File: config.mk
export PLATFORM = sky130hd
export DESIGN_NAME = load_unit_flat
export DESIGN_NICKNAME = d
export VERILOG_FILES = /design/src/rtl/load_unit_if.sv /design/src/rtl/load_unit.sv /design/src/flat_wrapper.sv
export SDC_FILE = /design/constraint.sdc
export NUM_CORES = 1
export LEC_CHECK = 0
export CORE_ASPECT_RATIO = 0.7
export CORE_MARGIN = 2
export CORE_UTILIZATION = 50
export DETAILED_ROUTE_END_ITERATION = 6
export GPL_TIMING_DRIVEN = 0
export HOLD_SLACK_MARGIN = 0.03
export PLACE_DENSITY = 0.8
export SLEW_MARGIN = 10
export SYNTH_ARGS = -nofsm -noshare
export SYNTH_HDL_FRONTEND = slang
export SYNTH_SLANG_ARGS = --single-unit
File: constraint.sdc
create_clock -name clk -period 9.7 [get_ports clk]
set_input_delay 1.455 -clock clk [delete_from_list [all_inputs] [get_ports clk]]
set_output_delay 1.455 -clock clk [all_outputs]
set_load 0.03 [all_outputs]
File: src/rtl/load_unit_if.sv
// Load unit bus bundle: request/response handshake toward the datapath and
// the word-read port toward data memory.
interface load_unit_if #(
  parameter int ADDR_WIDTH = 32
);
  logic                  req_valid;
  logic                  req_ready;
  logic [ADDR_WIDTH-1:0] req_addr;
  logic [2:0]            req_funct3;
  logic                  rsp_valid;
  logic [31:0]           rsp_data;
  logic                  rsp_err;
  logic                  mem_req;
  logic [ADDR_WIDTH-1:0] mem_addr;
  logic                  mem_rvalid;
  logic [31:0]           mem_rdata;

  // master: datapath + memory side; slave: the load unit itself
  modport master (
    output req_valid, req_addr, req_funct3, mem_rvalid, mem_rdata,
    input  req_ready, rsp_valid, rsp_data, rsp_err, mem_req, mem_addr
  );
  modport slave (
    input  req_valid, req_addr, req_funct3, mem_rvalid, mem_rdata,
    output req_ready, rsp_valid, rsp_data, rsp_err, mem_req, mem_addr
  );
endinterface

File: src/rtl/load_unit.sv
// Multicycle RISC-V load reader: one or two word reads per load, misaligned
// accesses crossing a word boundary are stitched, then sign/zero-extended.
module load_unit #(
  parameter int ADDR_WIDTH = 32
) (
  input  logic       clk,
  input  logic       reset,
  load_unit_if.slave bus
);
  typedef enum logic [2:0] {IDLE, RD0, WAIT0, RD1, WAIT1, DONE} state_t;

  state_t                state;
  logic [ADDR_WIDTH-1:0] addr_q;
  logic [ADDR_WIDTH-1:0] mem_addr_q;
  logic [2:0]            f3_q;
  logic [31:0]           lo_q;
  logic [31:0]           rsp_data_q;
  logic                  req_ready_q, rsp_valid_q, rsp_err_q, mem_req_q;
  logic                  split;
  logic [ADDR_WIDTH-1:0] word_b;

  function automatic logic legal(input logic [2:0] f3);
    return f3 inside {3'b000, 3'b001, 3'b010, 3'b100, 3'b101};
  endfunction

  function automatic logic [31:0] extract(input logic [31:0] hi, input logic [31:0] lo,
                                          input logic [1:0] off, input logic [2:0] f3);
    logic [31:0] sh;
    sh = 32'({hi, lo} >> {off, 3'b000});
    case (f3)
      3'b000:  extract = {{24{sh[7]}}, sh[7:0]};
      3'b001:  extract = {{16{sh[15]}}, sh[15:0]};
      3'b100:  extract = {24'h0, sh[7:0]};
      3'b101:  extract = {16'h0, sh[15:0]};
      default: extract = sh;
    endcase
  endfunction

  // halfword at offset 3, or any misaligned word, spills into the next word
  assign split  = (f3_q[1:0] == 2'b01 && addr_q[1:0] == 2'b11) ||
                  (f3_q[1:0] == 2'b10 && addr_q[1:0] != 2'b00);
  assign word_b = {addr_q[ADDR_WIDTH-1:2], 2'b00} + ADDR_WIDTH'(4);

  always_ff @(posedge clk or posedge reset) begin
    if (reset) begin
      state       <= IDLE;
      addr_q      <= '0;
      f3_q        <= '0;
      lo_q        <= '0;
      mem_addr_q  <= '0;
      rsp_data_q  <= '0;
      req_ready_q <= 1'b1;
      rsp_valid_q <= 1'b0;
      rsp_err_q   <= 1'b0;
      mem_req_q   <= 1'b0;
    end else begin
      rsp_valid_q <= 1'b0;
      mem_req_q   <= 1'b0;
      case (state)
        IDLE: if (bus.req_valid) begin
          addr_q      <= bus.req_addr;
          f3_q        <= bus.req_funct3;
          req_ready_q <= 1'b0;
          if (legal(bus.req_funct3)) begin
            state      <= RD0;
            mem_req_q  <= 1'b1;
            mem_addr_q <= {bus.req_addr[ADDR_WIDTH-1:2], 2'b00};
          end else begin
            state       <= DONE;
            rsp_valid_q <= 1'b1;
            rsp_err_q   <= 1'b1;
            rsp_data_q  <= '0;
          end
        end
        RD0: state <= WAIT0;
        WAIT0: if (bus.mem_rvalid) begin
          lo_q <= bus.mem_rdata;
          if (split) begin
            state      <= RD1;
            mem_req_q  <= 1'b1;
            mem_addr_q <= word_b;
          end else begin
            state       <= DONE;
            rsp_valid_q <= 1'b1;
            rsp_err_q   <= 1'b0;
            rsp_data_q  <= extract(32'h0, bus.mem_rdata, addr_q[1:0], f3_q);
          end
        end
        RD1: state <= WAIT1;
        WAIT1: if (bus.mem_rvalid) begin
          state       <= DONE;
          rsp_valid_q <= 1'b1;
          rsp_err_q   <= 1'b0;
          rsp_data_q  <= extract(bus.mem_rdata, lo_q, addr_q[1:0], f3_q);
        end
        DONE: begin
          state       <= IDLE;
          req_ready_q <= 1'b1;
        end
        default: begin
          state       <= IDLE;
          req_ready_q <= 1'b1;
        end
      endcase
    end
  end

  assign bus.req_ready = req_ready_q;
  assign bus.rsp_valid = rsp_valid_q;
  assign bus.rsp_data  = rsp_data_q;
  assign bus.rsp_err   = rsp_err_q;
  assign bus.mem_req   = mem_req_q;
  assign bus.mem_addr  = mem_addr_q;
endmodule

File: src/flat_wrapper.sv
// flat-port wrapper written by rule: the top's interface ports become plain ports
module load_unit_flat 
#(
  parameter int ADDR_WIDTH = 32
)
  (clk, reset, bus_req_valid, bus_req_addr, bus_req_funct3, bus_mem_rvalid, bus_mem_rdata, bus_req_ready, bus_rsp_valid, bus_rsp_data, bus_rsp_err, bus_mem_req, bus_mem_addr);
  load_unit_if #(.ADDR_WIDTH(ADDR_WIDTH)) bus_i ();
  input  logic clk;
  input  logic reset;
  input wire logic [$bits(bus_i.req_valid)-1:0] bus_req_valid;
  input wire logic [$bits(bus_i.req_addr)-1:0] bus_req_addr;
  input wire logic [$bits(bus_i.req_funct3)-1:0] bus_req_funct3;
  input wire logic [$bits(bus_i.mem_rvalid)-1:0] bus_mem_rvalid;
  input wire logic [$bits(bus_i.mem_rdata)-1:0] bus_mem_rdata;
  output wire logic [$bits(bus_i.req_ready)-1:0] bus_req_ready;
  output wire logic [$bits(bus_i.rsp_valid)-1:0] bus_rsp_valid;
  output wire logic [$bits(bus_i.rsp_data)-1:0] bus_rsp_data;
  output wire logic [$bits(bus_i.rsp_err)-1:0] bus_rsp_err;
  output wire logic [$bits(bus_i.mem_req)-1:0] bus_mem_req;
  output wire logic [$bits(bus_i.mem_addr)-1:0] bus_mem_addr;
  assign bus_i.req_valid = bus_req_valid;
  assign bus_i.req_addr = bus_req_addr;
  assign bus_i.req_funct3 = bus_req_funct3;
  assign bus_i.mem_rvalid = bus_mem_rvalid;
  assign bus_i.mem_rdata = bus_mem_rdata;
  assign bus_req_ready = bus_i.req_ready;
  assign bus_rsp_valid = bus_i.rsp_valid;
  assign bus_rsp_data = bus_i.rsp_data;
  assign bus_rsp_err = bus_i.rsp_err;
  assign bus_mem_req = bus_i.mem_req;
  assign bus_mem_addr = bus_i.mem_addr;
  load_unit #(.ADDR_WIDTH(ADDR_WIDTH)) u_core (.clk(clk), .reset(reset), .bus(bus_i));
endmodule
* Yosys cells after proc, flatten, opt, wreduce, memory -nomap -nowiden *
Index checks and enable logic that the tools add are counted.

cells by class
  add/sub/neg operators = 1
  $mul = 0
  divide/modulo/power cells = 0
  magnitude comparators = 0
  equal/unequal tests = 21
  shift operators = 2
  mux-type cells = 38
  bitwise operators = 1
  reductions and logical operators = 17

operator list
  operator               number
  $mux 32                9
  $pmux 32 s4            2
  $pmux 32 s3            1
  $pmux 32 s2            1
  $shr 64x5->32          1
  $add 32x3->32 const B  1
  $shr 32x5->32          1
  $eq 3x3->1 const B     5
  $mux 1                 15
  $mux 3                 5
  $pmux 3 s5             1
  $ne 2x2->1 const B     5
  $eq 3x1->1 const B     3
  $eq 3x2->1 const B     3
  $logic_not 3->1        3
  $pmux 1 s3             2
  $reduce_and 2->1       3
  $reduce_and 6->1       1
  $reduce_and 5->1       1
  $reduce_bool 5->1      1
  $eq 2x2->1 const B     2
  $ne 2x1->1 const B     2
  $pmux 1 s2             2
  $reduce_bool 2->1      2
  7 further kinds        8

word-level totals
  register bits = 138
  latch bits = 0
  bits in writable memories = 0
  bits in read-only memories = 0
  output and inout bits = 68
  word-level logic and storage cells = 90
  memories = 0

* Logic depth before layout (Yosys ltp) *
Gate-level depths: netlist of run 1.

  depth in word-level cells = 6
  mapped depth = 9
  mapped depth without buffers = 6

* Worst setup path before layout of run 1 *
No wires, ideal clock.

  path kind = input -> register
  from = in bus_req_funct3[0]
  to = reg u_core.rsp_data_q[4], in the netlist u_core.bus.rsp_data[4]
  library setup time = 0.076 ns
  data arrival time = 2.659 ns
  path slack = 6.965 ns
  stages on the path = 7
  cell sequence = o21ai_0 > or3_1 > a31oi_1 > buf_2 > buf_2 > o211ai_1 > o21ai_1

between the ends
  longest elaborated chain between the ends = 4

RTL lines
  element                                   RTL line            text
  start: declaration                        flat_wrapper.sv:12  input wire logic [$bits(bus_i.req_funct3)-1:0] bus_req_funct3;
  $eq 3x1->1, or another cell as far along  load_unit.sv:23     return f3 inside {3'b000, 3'b001, 3'b010, 3'b100, 3'b101};
  $reduce_bool 5->1 (*)                     load_unit.sv:23
  $ne 2x2->1 (no line) (*)                  -
  $reduce_and 6->1 (no line) (*)            -
  end signal: assignment                    load_unit.sv:86     rsp_data_q <= extract(32'h0, bus.mem_rdata, addr_q[1:0], f3_q);
  end signal: assignment                    load_unit.sv:94     rsp_data_q <= extract(bus.mem_rdata, lo_q, addr_q[1:0], f3_q);
  end: declaration                          load_unit.sv:17     logic [31:0] rsp_data_q;

Every way passes the cells marked *; elsewhere a longest branch is shown, timed or not.
A chain may end at the register's enable or synchronous reset.

* Final worst setup path of run 1 *
  from = in bus_req_funct3[0]
  to = reg u_core.rsp_data_q[5], in the netlist u_core.bus.rsp_data[5]

Same word-level chain as after synthesis.

==> out/results.ini, run 1 <==
[critical_path]
cp_max_fo=10
cp.required_ps=10040
cp-end-kind=flop
critPathLaunchType=input pin
cp_data_arrival_time_ps=3790
critical_path_class=input pin to flop

[clock_tree]
insertion_delay_ps=420
numCtsBuffers=17
htreeDepth=4
clkSinkCount=136
ctsHoldBuffers=0
cts_resized=0
cts_tree=done
cts_root_buf=clkbuf_16
cts_setup_buffers=0
clkTransAtPathRegs_ps=60
cts.path.max_buffers=2

[sta]
tns_ps=0
worst_slew_margin_rel=0.4111
rsz0062_at_grt=false
setup_viol=0
min_period_ps=3443
hold_viol=0
worst_pin_slew_ps=877.5
clock-skew-final_ps=14.31
max_freq_ghz=0.2905
maxSlewViolCount=0
period_share=0.3549

[yosys]
ys.warnings.count=0
synth_ff_type=dfrtp_1
ys_ff_latch=136
syn_avg_cell_area_um2=9.942
synth-xor-area-share=0.02481
synth_simple_gate_area_frac=0.1486
muxShareOfSynthArea=0.1897
synth_top_family_by_area=multiplexers
synth_cells=781
synth_area_leaders=dfrtp_1 (44%), mux2_2 (11%), mux2i_1 (7.2%)
synth_top_area_frac=0.4351
synth_compound_area_frac=0.1579
postSynth.asyncResetShare=1.000
synth-adder-area-share=0.001611
ys_seq_area_frac=0.4384
synth-edff-count=0
synth_area_leader_cell=dfrtp_1
ys_types=58
syn_area_um2=7765

[detailed_routing]
wire_per_inst_um=21.06
drc=4
drt_iter0_drc=675
wl_um=24220
vias_per_cell=6.102
vias=7017
ant_nets=0
first_pass_iters=7

[cells_and_area]
multi_input_area_um2=4065
seq_area_um2=3405
fillers=1287
antennaDiodeCount=0
drive_above_1_share=0.1642
nets=1010
utilization=0.6475
syn_to_final_growth_pct=28.05
final_common_cell=clkdlybuf4s50_1
final_cell_mix=clkdlybuf4s50_1 (136), dfrtp_1 (135), nand2_1 (81)

[floorplanning]
placementRows=38
core_um2=15360
pin_count=139
die_area_um2=16560
die_h_um=108.3
initial_utilization=0.5056
die_x_um=153.0

[grt]
gr-total-overflow=0
grt_pass1_vias=6609
grt_usage=0.2966
antenna_found_initial=0
grt_pass1_wl_um=37470
grt_max_degree=79

[placed_design]
gp_congestion=1.022
hpwl_um=17950
portBuffers=136

[run_status]
failed_checks=DRC
status=complete, but fails checks

[power]
powerDensity_nw_per_um2=364.5
p_leak_nw=4.064
vdd.ir_drop.worst_mv=0.1470

[worst_hold_path]
hold_path_class=flop to flop

[run]
cap_violations=0

power breakdown:
group | internal (W) | switching (W) | total, W
clock | 0.000338 | 0.000254 | 0.000592
sequential | 0.000854 | 0.000220 | 0.00107
combinational | 0.000808 | 0.00115 | 0.00196
routing by layer:
metal  global-route usage  up-vias  wire length (um)
li1                     -     3173                 -
met1               0.4549     3409             11220
met2               0.3905      401              9482
met3               0.1042       34              3214
met4              0.08333        0               299
met5                    0        -                 0
final cells by class:
class                   count  share of cell area
clock inverters            11            0.007424
plain buffers              59             0.02668
well taps                 200             0.02517
multi-input cells         578              0.4088
repair buffers            137              0.1397
clock buffers              20             0.04593
flip-flops and latches    136              0.3424
inverters                   9            0.003901
kinds of logic after synthesis:
family	count (synthesis)
AND/OR/NAND/NOR	233
AO/OA/AOI/OAI	186
flip-flops	136
multiplexers	134
buffers and inverters	68
XOR/XNOR	22
adder cells (fa/ha/maj)	1
other	1
critical path, stage by stage:
cell             delay [ps]
clkdlybuf4s50_1         480
o21ai_0                 200
or3_1                   400
a31oi_1                 250
clkbuf_1                500
o211ai_1                350
o21ai_0                 150
final timing paths:
kind / start / end / slack [ps] / cells past startpoint
min: u_core.bus.req_ready / u_core.bus.req_ready / 480 / 2
max: bus_req_funct3[0] / u_core.bus.rsp_data[5] / 6260 / 7
max reg2reg: u_core.addr_q[0] / u_core.bus.rsp_data[5] / 7160 / 7
max in group asynchronous: reset / u_core.bus.req_ready / 7420 / 3
min in group asynchronous: reset / u_core.bus.mem_addr[24] / 1470 / 2
min reg2reg: u_core.bus.req_ready / u_core.bus.req_ready / 480 / 2
synth_stat cells (5+ instances only):
master,n
buf_2,26
nor3_1,6
a211oi_1,8
a221oi_1,6
nor4_2,6
o21a_1,12
nor2_1,67
o211ai_1,20
o22ai_1,12
nand2_1,81
o21ai_0,42
and2_1,6
mux2i_1,56
a32oi_1,7
o21ai_1,5
mux2_2,75
dfrtp_1,135
inv_1,8
o31ai_1,10
nand4_1,7
nand3_1,18
xor2_1,13
a21oi_1,28
clkbuf_1,26
and3_1,12
and4_1,8
a31oi_1,17
xnor2_1,9
metrics by stage:
step	cells	setup slack, ps	total power, W	hold slack (ps)	instance area, um2
4_1_cts	1150	6364	0.003585	484.4	9943
6_report	1150	6257	0.003624	481.5	9943
3_3_place_gp	1118	2659	0.002939	461.7	9380
2_1_floorplan	782	4607	0.002309	478.7	7769
3_5_place_dp	1119	5939	0.002980	473.2	9413
5_1_grt	1150	6193	0.003813	509.7	9943
registers in the layout (all words and copies together), names as in the netlist:
register              cells
u_core.addr_q            32
u_core.bus.mem_addr      30
u_core.bus.mem_req        1
u_core.bus.req_ready      1
u_core.bus.rsp_data      32
u_core.bus.rsp_err        1
u_core.bus.rsp_valid      1
u_core.f3_q               3
u_core.lo_q              32
u_core.state              3
Power figures use the tool's default switching activity.
==> run 2: changes to the inputs <==
clock period = 3.2 ns   (was 9.7 ns; I/O delays follow)
==> out/results.ini, run 2 (same netlist as run 1, synthesis figures left out) <==
[run_status]
status=finished, final reports clean

[power]
p_leak_nw=4.144
powerDensity_nw_per_um2=1130
vdd.ir_drop.worst_mv=0.5716
clockPowerShare=0.191
seqPwrFrac=0.287
comb_power_share=0.522
p_int_w=0.006450
swShare=0.4356
switchingPower_w=0.004978

[placed_design]
gp_congestion=1.016
hpwl_um=18350
portBuffers=136

[sta]
hold_ws_ps=475.3
maxSlewViolCount=0
clock-skew-final_ps=6.599
worst_pin_slew_ps=843.6
period_share=0.8289
hold_viol=0
max_freq_ghz=0.3770
worst_slew_margin_rel=0.4329
setup_viol=0
rsz0062_at_grt=false
tns_ps=0
min_period_ps=2652

[grt]
grt_usage=0.3040
gr-total-overflow=0
antenna_found_initial=2
grt_pass1_vias=6622
grt_max_degree=37
grt_pass1_wl_um=38310

[detailed_routing]
vias_per_cell=6.120
wire_per_inst_um=21.68
first_pass_iters=5
vias=7056
wl_um=25000
drc=0
ant_nets=0
drt_iter0_drc=780

[cells_and_area]
fillers=1241
syn_to_final_growth_pct=30.24
seq_area_um2=3405
nets=1013
antennaDiodeCount=0
drive_above_1_share=0.1658
multi_input_area_um2=4065
final_cell_mix=clkdlybuf4s50_1 (136), dfrtp_1 (135), nand2_1 (81)
utilization=0.6585
final_common_cell=clkdlybuf4s50_1

[floorplanning]
die_h_um=108.3
pin_count=139
initial_utilization=0.5056
placementRows=38
core_um2=15360
die_area_um2=16560
die_x_um=153.0

[clock_tree]
numCtsBuffers=17
ctsHoldBuffers=0
insertion_delay_ps=420
clkTransAtPathRegs_ps=60
cts_root_buf=clkbuf_16
clkSinkCount=136
htreeDepth=4
cts.path.max_buffers=2
cts_tree=done
cts_setup_buffers=0
cts_resized=0

[critical_path]
cp_slowest_cell=clkbuf_1
cp-end-kind=flop
critical_path_class=flop to flop
cp_data_arrival_time_ps=2920
cp.required_ps=3470
crit_top_cell=clkbuf_1
critPathLaunchType=flop
cp_max_fo=10
cp_slowest_stage_delay_ps=460
path_buf_inv=3
crit_family=buffers and inverters
path_cells=clkbuf_1 -> nand2b_1 -> or2_2 -> clkbuf_1 -> clkbuf_1 -> o22ai_1 -> o211ai_1 -> o21ai_0

[run]
cap_violations=0

[worst_hold_path]
hold_path_class=input pin to asynchronous set/reset pin

[run 2: power by group through the flow]
| stage | clock network (W) | logic (W) | registers (W) |
|---|---|---|---|
| floorplan | 0 | 0.00310 | 0.00390 |
| global placement | 0 | 0.00570 | 0.00323 |
| detailed placement | 0 | 0.00579 | 0.00328 |
| CTS | 0.00219 | 0.00583 | 0.00326 |
| global route | 0.00227 | 0.00632 | 0.00339 |
| finish | 0.00218 | 0.00597 | 0.00328 |
[run 2: worst register-to-register path: stages, from the launching register on]
cell	delay [ps]
dfrtp_1	390
clkbuf_1	220
nand2b_1	150
or2_2	120
clkbuf_1	360
clkbuf_1	470
o22ai_1	190
o211ai_1	450
o21ai_0	160
[run 2: routing by layer]
metal  track usage  vias to the layer above  part of all wire
met3        0.1170                       42              0.12
met1        0.4656                     3418              0.47
met5       0.02976                        -            0.0029
met4       0.08466                        4             0.017
li1              -                     3179                 -
met2        0.3895                      413              0.39
[run 2: stage by stage]
step / power [W] / setup WS (ps) / cell area, um2 / cells
3_3_place_gp: 0.008935 / -236.7 / 9384 / 1118
4_1_cts: 0.01128 / 724.1 / 10110 / 1153
3_5_place_dp: 0.009063 / 438.8 / 9472 / 1122
6_report: 0.01143 / 547.6 / 10110 / 1153
2_1_floorplan: 0.007000 / 1028 / 7772 / 782
5_1_grt: 0.01198 / 445.2 / 10110 / 1153
[run 2: area by class of cell]
type                       count  area share
buffer                        59     0.02623
clock buffer                  20     0.04417
clock inverter                11     0.01930
inverter                       9    0.003712
multi-input combinational    578      0.4020
sequential                   136      0.3366
tap                          200     0.02474
timing repair buffer         140      0.1433
[run 2: worst paths after layout]
path | endpoint | startpoint | cells after the start | slack (ps)
worst max-delay path | u_core.bus.rsp_data[5] | u_core.state[1] | 8 | 550
worst min-delay path | u_core.addr_q[27] | reset | 2 | 480
worst max register to register | u_core.bus.rsp_data[5] | u_core.state[1] | 8 | 550
worst min register to register | u_core.bus.mem_addr[6] | u_core.bus.mem_addr[6] | 2 | 480
max in group asynchronous | u_core.bus.req_ready | reset | 5 | 1680
min in group clk | u_core.bus.mem_addr[6] | u_core.bus.mem_addr[6] | 2 | 480
